`src/rtl/axi_sram_slave_pkg.sv`:
```
// rtl/axi_sram_slave_pkg.sv - shared widths, AXI codes and FSM encoding for axi_sram_slave
package axi_sram_slave_pkg;

  localparam int L_ID_W   = 4;
  localparam int L_ADDR_W = 32;
  localparam int L_DATA_W = 32;
  localparam int L_RAM_AW = 14;

  localparam logic [1:0] BURST_FIXED = 2'b00;
  localparam logic [1:0] BURST_INCR  = 2'b01;

  localparam logic [1:0] RESP_OKAY   = 2'b00;
  localparam logic [1:0] RESP_SLVERR = 2'b10;

  typedef enum logic [2:0] {
    S_IDLE    = 3'd0,
    S_RD_REQ  = 3'd1,
    S_RD_DATA = 3'd2,
    S_WR_DATA = 3'd3,
    S_WR_RESP = 3'd4
  } state_t;

  // Only 4-byte beats and FIXED/INCR bursts are served; anything else answers SLVERR.
  function automatic logic attr_err(input logic [2:0] size, input logic [1:0] burst);
    return (size != 3'd2) | burst[1];
  endfunction

endpackage

```
`src/rtl/axi_sram_beat_gen.sv`:
```
// rtl/axi_sram_beat_gen.sv - burst address/beat counter shared by the read and write paths
module axi_sram_beat_gen
  import axi_sram_slave_pkg::*;
#(
  parameter int ADDR_W = L_ADDR_W,
  parameter int RAM_AW = L_RAM_AW
) (
  input  logic              clk,
  input  logic              rst_n,
  input  logic              load,
  input  logic [ADDR_W-1:0] load_addr,
  input  logic [3:0]        load_len,
  input  logic [1:0]        load_burst,
  input  logic              advance,
  output logic [RAM_AW-1:0] ram_addr,
  output logic              last
);

  logic [ADDR_W-1:0] addr;
  logic [3:0]        len;
  logic [3:0]        cnt;
  logic [1:0]        burst;

  always_ff @(posedge clk or negedge rst_n) begin
    if (!rst_n) begin
      addr  <= '0;
      len   <= '0;
      cnt   <= '0;
      burst <= BURST_FIXED;
    end else if (load) begin
      addr  <= load_addr;
      len   <= load_len;
      cnt   <= '0;
      burst <= load_burst;
    end else if (advance) begin
      cnt <= cnt + 4'd1;
      if (burst == BURST_INCR) begin
        addr <= addr + ADDR_W'(4);
      end
    end
  end

  // Upper address bits alias onto the SRAM; the byte offset never reaches it.
  assign ram_addr = addr[RAM_AW+1:2];
  assign last     = (cnt == len);

  logic unused_addr_bits;
  assign unused_addr_bits = ^{addr[ADDR_W-1:RAM_AW+2], addr[1:0]};

endmodule

```
`src/rtl/axi_sram_slave.sv`:
```
// rtl/axi_sram_slave.sv - AXI3 single-outstanding responder mapped onto one synchronous SRAM
module axi_sram_slave
  import axi_sram_slave_pkg::*;
#(
  parameter int ID_W   = L_ID_W,
  parameter int ADDR_W = L_ADDR_W,
  parameter int DATA_W = L_DATA_W,
  parameter int RAM_AW = L_RAM_AW
) (
  input  logic                aclk,
  input  logic                aresetn,
  input  logic [ID_W-1:0]     arid,
  input  logic [ADDR_W-1:0]   araddr,
  input  logic [3:0]          arlen,
  input  logic [2:0]          arsize,
  input  logic [1:0]          arburst,
  input  logic [1:0]          arlock,
  input  logic [3:0]          arcache,
  input  logic [2:0]          arprot,
  input  logic                arvalid,
  output logic                arready,
  output logic [ID_W-1:0]     rid,
  output logic [DATA_W-1:0]   rdata,
  output logic [1:0]          rresp,
  output logic                rlast,
  output logic                rvalid,
  input  logic                rready,
  input  logic [ID_W-1:0]     awid,
  input  logic [ADDR_W-1:0]   awaddr,
  input  logic [3:0]          awlen,
  input  logic [2:0]          awsize,
  input  logic [1:0]          awburst,
  input  logic [1:0]          awlock,
  input  logic [3:0]          awcache,
  input  logic [2:0]          awprot,
  input  logic                awvalid,
  output logic                awready,
  input  logic [ID_W-1:0]     wid,
  input  logic [DATA_W-1:0]   wdata,
  input  logic [DATA_W/8-1:0] wstrb,
  input  logic                wlast,
  input  logic                wvalid,
  output logic                wready,
  output logic [ID_W-1:0]     bid,
  output logic [1:0]          bresp,
  output logic                bvalid,
  input  logic                bready,
  output logic                ram_en,
  output logic [DATA_W/8-1:0] ram_we,
  output logic [RAM_AW-1:0]   ram_addr,
  output logic [DATA_W-1:0]   ram_wdata,
  input  logic [DATA_W-1:0]   ram_rdata
);

  localparam int STRB_W = DATA_W / 8;

  state_t            state, state_nxt;
  logic [ID_W-1:0]   id_q;
  logic              err_q;
  logic              werr_q;
  logic              ar_hs, aw_hs, load, wr_beat, advance, last;
  logic [ADDR_W-1:0] load_addr;
  logic [3:0]        load_len;
  logic [1:0]        load_burst;
  logic [RAM_AW-1:0] beat_addr;

  // Reads win a same-cycle race: AW is held off while arvalid is up.
  assign arready = aresetn & (state == S_IDLE);
  assign awready = aresetn & (state == S_IDLE) & ~arvalid;
  assign ar_hs   = arvalid & arready;
  assign aw_hs   = awvalid & awready;
  assign load    = ar_hs | aw_hs;

  assign load_addr  = ar_hs ? araddr  : awaddr;
  assign load_len   = ar_hs ? arlen   : awlen;
  assign load_burst = ar_hs ? arburst : awburst;

  assign wr_beat = (state == S_WR_DATA) & wvalid;
  assign advance = ((state == S_RD_DATA) & rready) | wr_beat;

  axi_sram_beat_gen #(
    .ADDR_W (ADDR_W),
    .RAM_AW (RAM_AW)
  ) u_beat_gen (
    .clk        (aclk),
    .rst_n      (aresetn),
    .load       (load),
    .load_addr  (load_addr),
    .load_len   (load_len),
    .load_burst (load_burst),
    .advance    (advance),
    .ram_addr   (beat_addr),
    .last       (last)
  );

  always_ff @(posedge aclk or negedge aresetn) begin
    if (!aresetn) begin
      state  <= S_IDLE;
      id_q   <= '0;
      err_q  <= 1'b0;
      werr_q <= 1'b0;
    end else begin
      state <= state_nxt;
      if (load) begin
        id_q   <= ar_hs ? arid : awid;
        err_q  <= ar_hs ? attr_err(arsize, arburst) : attr_err(awsize, awburst);
        werr_q <= 1'b0;
      end else if (wr_beat && (wlast != last)) begin
        werr_q <= 1'b1;
      end
    end
  end

  always_comb begin
    state_nxt = state;
    rvalid    = 1'b0;
    rid       = '0;
    rdata     = '0;
    rresp     = RESP_OKAY;
    rlast     = 1'b0;
    wready    = 1'b0;
    bvalid    = 1'b0;
    bid       = '0;
    bresp     = RESP_OKAY;
    ram_en    = 1'b0;
    ram_we    = '0;
    ram_addr  = '0;
    ram_wdata = '0;
    unique case (state)
      S_IDLE: begin
        if (ar_hs) begin
          state_nxt = S_RD_REQ;
        end else if (aw_hs) begin
          state_nxt = S_WR_DATA;
        end
      end
      S_RD_REQ: begin
        ram_en    = ~err_q;
        ram_addr  = beat_addr;
        state_nxt = S_RD_DATA;
      end
      S_RD_DATA: begin
        // ram_rdata holds until the next ram_en, so R stays stable under backpressure.
        rvalid = 1'b1;
        rid    = id_q;
        rdata  = err_q ? '0 : ram_rdata;
        rresp  = err_q ? RESP_SLVERR : RESP_OKAY;
        rlast  = last;
        if (rready) begin
          state_nxt = last ? S_IDLE : S_RD_REQ;
        end
      end
      S_WR_DATA: begin
        wready = 1'b1;
        if (wvalid) begin
          ram_en    = ~err_q;
          ram_we    = wstrb & {STRB_W{~err_q}};
          ram_addr  = beat_addr;
          ram_wdata = wdata;
          if (last) begin
            state_nxt = S_WR_RESP;
          end
        end
      end
      S_WR_RESP: begin
        bvalid = 1'b1;
        bid    = id_q;
        bresp  = (err_q | werr_q) ? RESP_SLVERR : RESP_OKAY;
        if (bready) begin
          state_nxt = S_IDLE;
        end
      end
      default: state_nxt = S_IDLE;
    endcase
  end

  logic unused_inputs;
  assign unused_inputs = ^{arlock, arcache, arprot, awlock, awcache, awprot, wid};

endmodule

```
`config.mk`:
```
export PLATFORM = sky130hd
export DESIGN_NAME = axi_sram_slave
export DESIGN_NICKNAME = d
export VERILOG_FILES = /design/src/rtl/axi_sram_slave_pkg.sv /design/src/rtl/axi_sram_beat_gen.sv /design/src/rtl/axi_sram_slave.sv
export SDC_FILE = /design/constraint.sdc
export NUM_CORES = 1
export LEC_CHECK = 0
export ABC_AREA = 1
export BUFFER_PORTS_ARGS = -buffer_cell sky130_fd_sc_hd__buf_2
export CORE_AREA = 2 2 112 114
export CTS_CLUSTER_DIAMETER = 120
export CTS_CLUSTER_SIZE = 20
export DETAILED_ROUTE_END_ITERATION = 10
export DIE_AREA = 0 0 114 116
export PLACE_DENSITY_LB_ADDON = 0.2
export SYNTH_ARGS = -nofsm -noshare
export SYNTH_HDL_FRONTEND = slang
export SYNTH_SLANG_ARGS = --single-unit
```
`constraint.sdc`:
```
create_clock -name aclk -period 2.1 [get_ports aclk]
set_input_delay 0.315 -clock aclk [delete_from_list [all_inputs] [get_ports aclk]]
set_output_delay 0.315 -clock aclk [all_outputs]
set_load 0.05 [all_outputs]
```
# Word-level counts from Yosys, hierarchy flattened
# Index checks and enable logic that the tools add are counted.
[word_totals]
regBits = 51
inputBits = 188
output_inout_bits = 101
wordCells = 85
[op_classes]
n_addsub = 2
n_eq_ne = 14
muxes = 40
bitwise = 14
n_reduce_logical = 7
[ops]
columns = ["cell", "count"]
rows = [
  ["$mux 32", 8],
  ["$add 32x3->32 const B", 1],
  ["$mux 4", 8],
  ["$pmux 14 s2", 1],
  ["$mux 3", 6],
  ["$pmux 3 s5", 1],
  ["$mux 14", 1],
  ["$mux 2", 5],
  ["$mux 1", 9],
  ["$ne 2x2->1 const B", 4],
  ["$and 1x1->1", 6],
  ["$eq 3x2->1 const B", 2],
  ["$ne 3x2->1 const B", 2],
  ["$reduce_bool 2->1", 3],
  ["$or 1x1->1", 5],
  ["$reduce_and 5->1", 1],
  ["$add 4x1->4 const B", 1],
  ["$and 4x4->4", 1],
  ["$eq 4x4->1", 1],
  ["$eq 3x1->1 const B", 1],
  ["$eq 3x3->1 const B", 1],
  ["$logic_not 3->1", 1],
  ["$ne 3x3->1 const B", 1],
  ["$eq 2x1->1 const B", 1],
  ["5 further kinds", 6],
]

# Depth between registers and ports, before layout
[logic_depth]
word_depth = 7
depth_mapped = 11
ltp_nobuf = 10

# Hierarchy
# Synthesis repeated with hierarchy kept, for this count alone.
[unflattened]
hier_cells = 622
hier_area_um2 = 3367.0
[by_module_without_submodules]
columns = ["module", "instances", "cells_per_inst", "area_per_inst_um2", "seq_area_each_um2"]
rows = [
  ["axi_sram_slave", 1, 417, 1864.3, 225.2],
  ["axi_sram_beat_gen", 1, 205, 1502.7, 600.6],
]

# Worst setup path after synthesis
# OpenSTA, ideal clock, no wires.
[synth_path]
path_type = "reg2out"
start = "register state[2]"
end = "output port bresp[1]"
arrival_time_ns = 2.700
required_time_ns = 1.785
slack_ns = -0.915
path_stages_with_launch = 5
path_buffers = 0
path_cell_list = "dfrtp_1 -> inv_2 -> nor3_1 -> inv_1 -> a21oi_1"
[synth_via]
elab_chain_cells = 2
[synth_lines]
columns = ["element", "line_no", "source"]
rows = [
  ["start, declared", "axi_sram_slave.sv:57", "state_t state, state_nxt;"],
  ["start signal, assigned", "axi_sram_slave.sv:103", "state <= state_nxt;"],
  ["$eq 3x3->1", "axi_sram_slave.sv:129", "unique case (state)"],
  ["$mux 2", "axi_sram_slave.sv:129", ""],
  ["end, declared", "axi_sram_slave.sv:45", "output logic [1:0] bresp,"],
]
# Every way passes these cells.

# Worst setup path in the final report
[layout_path]
start = "register state[1]"
end = "output port ram_addr[0]"
[layout_via]
elab_chain_cells = 2
word_cells_on_any_way = 3
cone_classes = "2 x eq/ne; 1 x mux"
[layout_lines]
columns = ["element", "line_no", "source"]
rows = [
  ["$eq 3x2->1 / $eq 3x1->1 (equally long branches)", "axi_sram_slave.sv:129", ""],
  ["$pmux 14 s2 *", "axi_sram_slave.sv:129", ""],
  ["end, declared", "axi_sram_slave.sv:50", "output logic [RAM_AW-1:0] ram_addr,"],
]
# Every way passes the cells marked *; elsewhere a longest branch is shown, timed or not.

==> run_results.csv <==
group,metric,value,unit
critical_path,cp_slowest_stage_delay,0.42,ns
critical_path,cp.arrival,1.70,ns
critical_path,crit_chain,"nand2_1 -> nor2_4 -> nand2_4 -> inv_2 -> a31oi_4 -> clkbuf_16 -> nor2_4 -> buf_4",
floorplanning,io_pins,289,
route,first_pass_iters,4,
placed_design,dp_slack,0.170,ns
timing,fmax,0.496,GHz
critical_path,worstPathRequired,1.78,ns
global_route,grt_pass1_wl,18200,microns
pwr,clockPowerShare,13.2,%
logic_synthesis,synthFlopType,"dfrtp_1",
clock_network,clk_latency,0.27,ns
logic_synthesis,yosysMostFrequentCell,"nand2_1",
route,drtIter0Drc,175,
logic_synthesis,ys_types,31,
layout,fillers,1332,
logic_synthesis,yosysSeqAreaShare,27.7,%
global_route,grt_usage,17.2,%
timing,setup_ws,0.0835,ns
timing,setup_viol,0,
critical_path,crit_type,"flip-flop to primary output",
layout,regArea,828,sq um
pwr,power.internal,2820,uW
critical_path,critPathMaxFanout,7,
logic_synthesis,yosysTopAreaCell,"dfrtp_1",
critical_path,crit_top_cell,"nor2_4",
route,wl,11700,microns
route,drc,0,
run,drv_cap,0,
floorplanning,core_area,11900,sq um
floorplanning,die_h,116,microns
logic_synthesis,yosysWarnings,0,
critical_path,crit_path_end_kind,"primary output",
route,drt.antenna.violating_nets,0,
layout,area_growth,56.2,%
logic_synthesis,netlist_area,2980,sq um
min_path,hp-class,"primary input to async pin",
layout,final_cell_count_no_fill,918,
pwr,ir_worst_vdd,0.000408,V
logic_synthesis,synth_edf_count,0,
clock_network,cts_tree,"done",
placed_design,hpwl,9460,microns
status,status,"finished clean",
layout,multi_input_area,1770,sq um
logic_synthesis,synthArstFlopShare,100,%
placed_design,portBuffers,228,
logic_synthesis,synth.area.top_cells,"dfrtp_1 (28%), nand2_1 (18%), nor2_1 (17%)",
logic_synthesis,synth_top_area_share,27.7,%
clock_network,cts_root_buf,"clkbuf_16",
layout,final_nets,957,
global_route,grt_start_max_net_pins,37,
floorplanning,start_util,25.0,%
floorplanning,chipWidth,114,microns
floorplanning,die-area,13200,sq um
route,routed-via-count,3982,
layout,drive_gt1_share,37.6,%
logic_synthesis,postSynthAreaPerCell,5.54,sq um
clock_network,clk_pin_slew,0.06,ns
clock_network,cts_sinks,33,
pwr,pwr-share-comb,69.2,%
timing,layout_min_cycle_time,2.02,ns
placed_design,gp_congestion,0.888,
logic_synthesis,synth-seq-cells,33,
timing,hold_viol_final,0,
logic_synthesis,synthCells,538,
timing,period_share,96.0,%
logic_synthesis,synth_top_cells_by_count,"nand2_1 (143), nor2_1 (137), inv_1 (88)",
pwr,power.density,1420,nW/um^2
pwr,switching_share,57.5,%
pwr,seqPwrFrac,17.6,%
critical_path,slowest_stage,"dfrtp_2",
critical_path,crit_path_start_kind,"flip-flop",
placed_design,dp_cells,903,
timing,final-max-slew-violation-count,0,
clock_network,cts_made_buffers,5,
route,wire_per_inst,12.8,microns
floorplanning,rows,40,
timing,rsz0062_at_grt,"no",
global_route,grt_pass1_vias,3834,
timing,finClkSkew,0.00375,ns
pwr,p_sw,3810,uW
route,viasPerCell,4.34,
pwr,p_leak,0.00288,uW
clock_network,clockBufferDepth,2,
global_route,grt_remaining_overflow,0,
global_route,antenna_found_initial,3,
clock_network,cts-htree-levels,2,
final cells by class:
class / instances / share of cell area [%]
antenna: 3 / 0.161
clock buffer: 6 / 2.98
clock inverter: 2 / 0.806
timing repair buffer: 245 / 28.9
sequential: 33 / 17.8
multi-input combinational: 389 / 38.0
inverter: 93 / 7.49
tap: 147 / 3.95
metrics by stage:
stage / total power (uW) / hold slack (ns) / instance area, sq um / TNS [ns] / util [%]
floorplan: 4450 / 0.0194 / 3050 / -6.70 / -
global placement: 5510 / 0.468 / 4360 / 0 / 36.6
detailed placement: 5550 / 0.472 / 4360 / 0 / 36.6
CTS: 6530 / 0.206 / 4580 / 0 / 38.4
global route: 7160 / 0.222 / 4660 / 0 / 39.1
finish: 6620 / 0.181 / 4660 / 0 / 39.1
kinds of logic after synthesis:
group / after synthesis / synth area share, %
simple gates: 338 / 46.4
buf+inv: 117 / 15.9
compound gates: 45 / 8.43
flops: 33 / 27.7
xor+xnor: 2 / 0.587
fa+ha+maj: 2 / 0.839
other cells: 1 / 0.126
routing by layer:
layer,track usage (%),part of all wire [%],vias to the layer above
li1,-,-,2086
met1,19.4,40,1763
met2,32.7,53,127
met3,3.82,6.3,6
met4,4.23,0.96,0
met5,0,0,-
critical path, delay by kind of cell, from the launching register on:
family                 cells  cell delay, ns
buffers and inverters      3            0.48
flip-flops                 1            0.42
AND/OR/NAND/NOR            4            0.30
AO/OA/AOI/OAI              1            0.23
final timing paths:
kind	startpoint	end	slack [ns]	cells after the start
worst max-delay path	state[1]$_DFFE_PN0P_	ram_addr[0]	0.08	8
worst min-delay path	aresetn	u_beat_gen.burst[0]$_DFFE_PN0P_	0.18	2
worst max register to register	state[2]$_DFFE_PN0P_	u_beat_gen.addr[4]$_DFFE_PN0P_	0.23	9
worst min register to register	u_beat_gen.burst[1]$_DFFE_PN0P_	u_beat_gen.burst[1]$_DFFE_PN0P_	0.48	2
max in group asynchronous	aresetn	state[1]$_DFFE_PN0P_	1.56	2
min in group aclk	arburst[1]	u_beat_gen.burst[1]$_DFFE_PN0P_	0.30	3
state kept, by name, indices dropped and copies added (netlist names):
signal            count
state                 3
u_beat_gen.cnt        4
u_beat_gen.addr      14
u_beat_gen.len        4
err_q                 1
u_beat_gen.burst      2
werr_q                1
id_q                  4
placed cells by master (no fill, tap or decap), drive strengths merged, types with 2 or more instances in the layout:
| master | instances |
|---|---|
| buf | 243 |
| nand2 | 150 |
| nor2 | 140 |
| inv | 92 |
| nand3 | 36 |
| dfrtp | 33 |
| o21ai | 23 |
| o22ai | 9 |
| a21oi | 9 |
| nand4 | 8 |
| clkbuf | 8 |
| diode | 3 |
| o211ai | 3 |
| xor2 | 2 |
| ha | 2 |
| conb | 2 |
| or2 | 2 |
power by group through the flow:
stage / combinational [uW] / clock, uW / sequential (uW)
after global routing: 5020 / 927 / 1210
after global placement: 4330 / 0 / 1180
after CTS: 4450 / 900 / 1180
after detailed placement: 4360 / 0 / 1190
final: 4580 / 872 / 1170
after floorplan: 3330 / 0 / 1120
what timing repair did:
| action | CTS | global route |
|---|---|---|
| gates resized for setup | 17 | 8 |
| setup endpoints to repair | 15 | 49 |
| endpoints found under the hold margin | 0 | 0 |
| cloned | 0 | 1 |
| hold buffers | 0 | 0 |
| setup buffers | 0 | 3 |
Power figures use the tool's default switching activity.
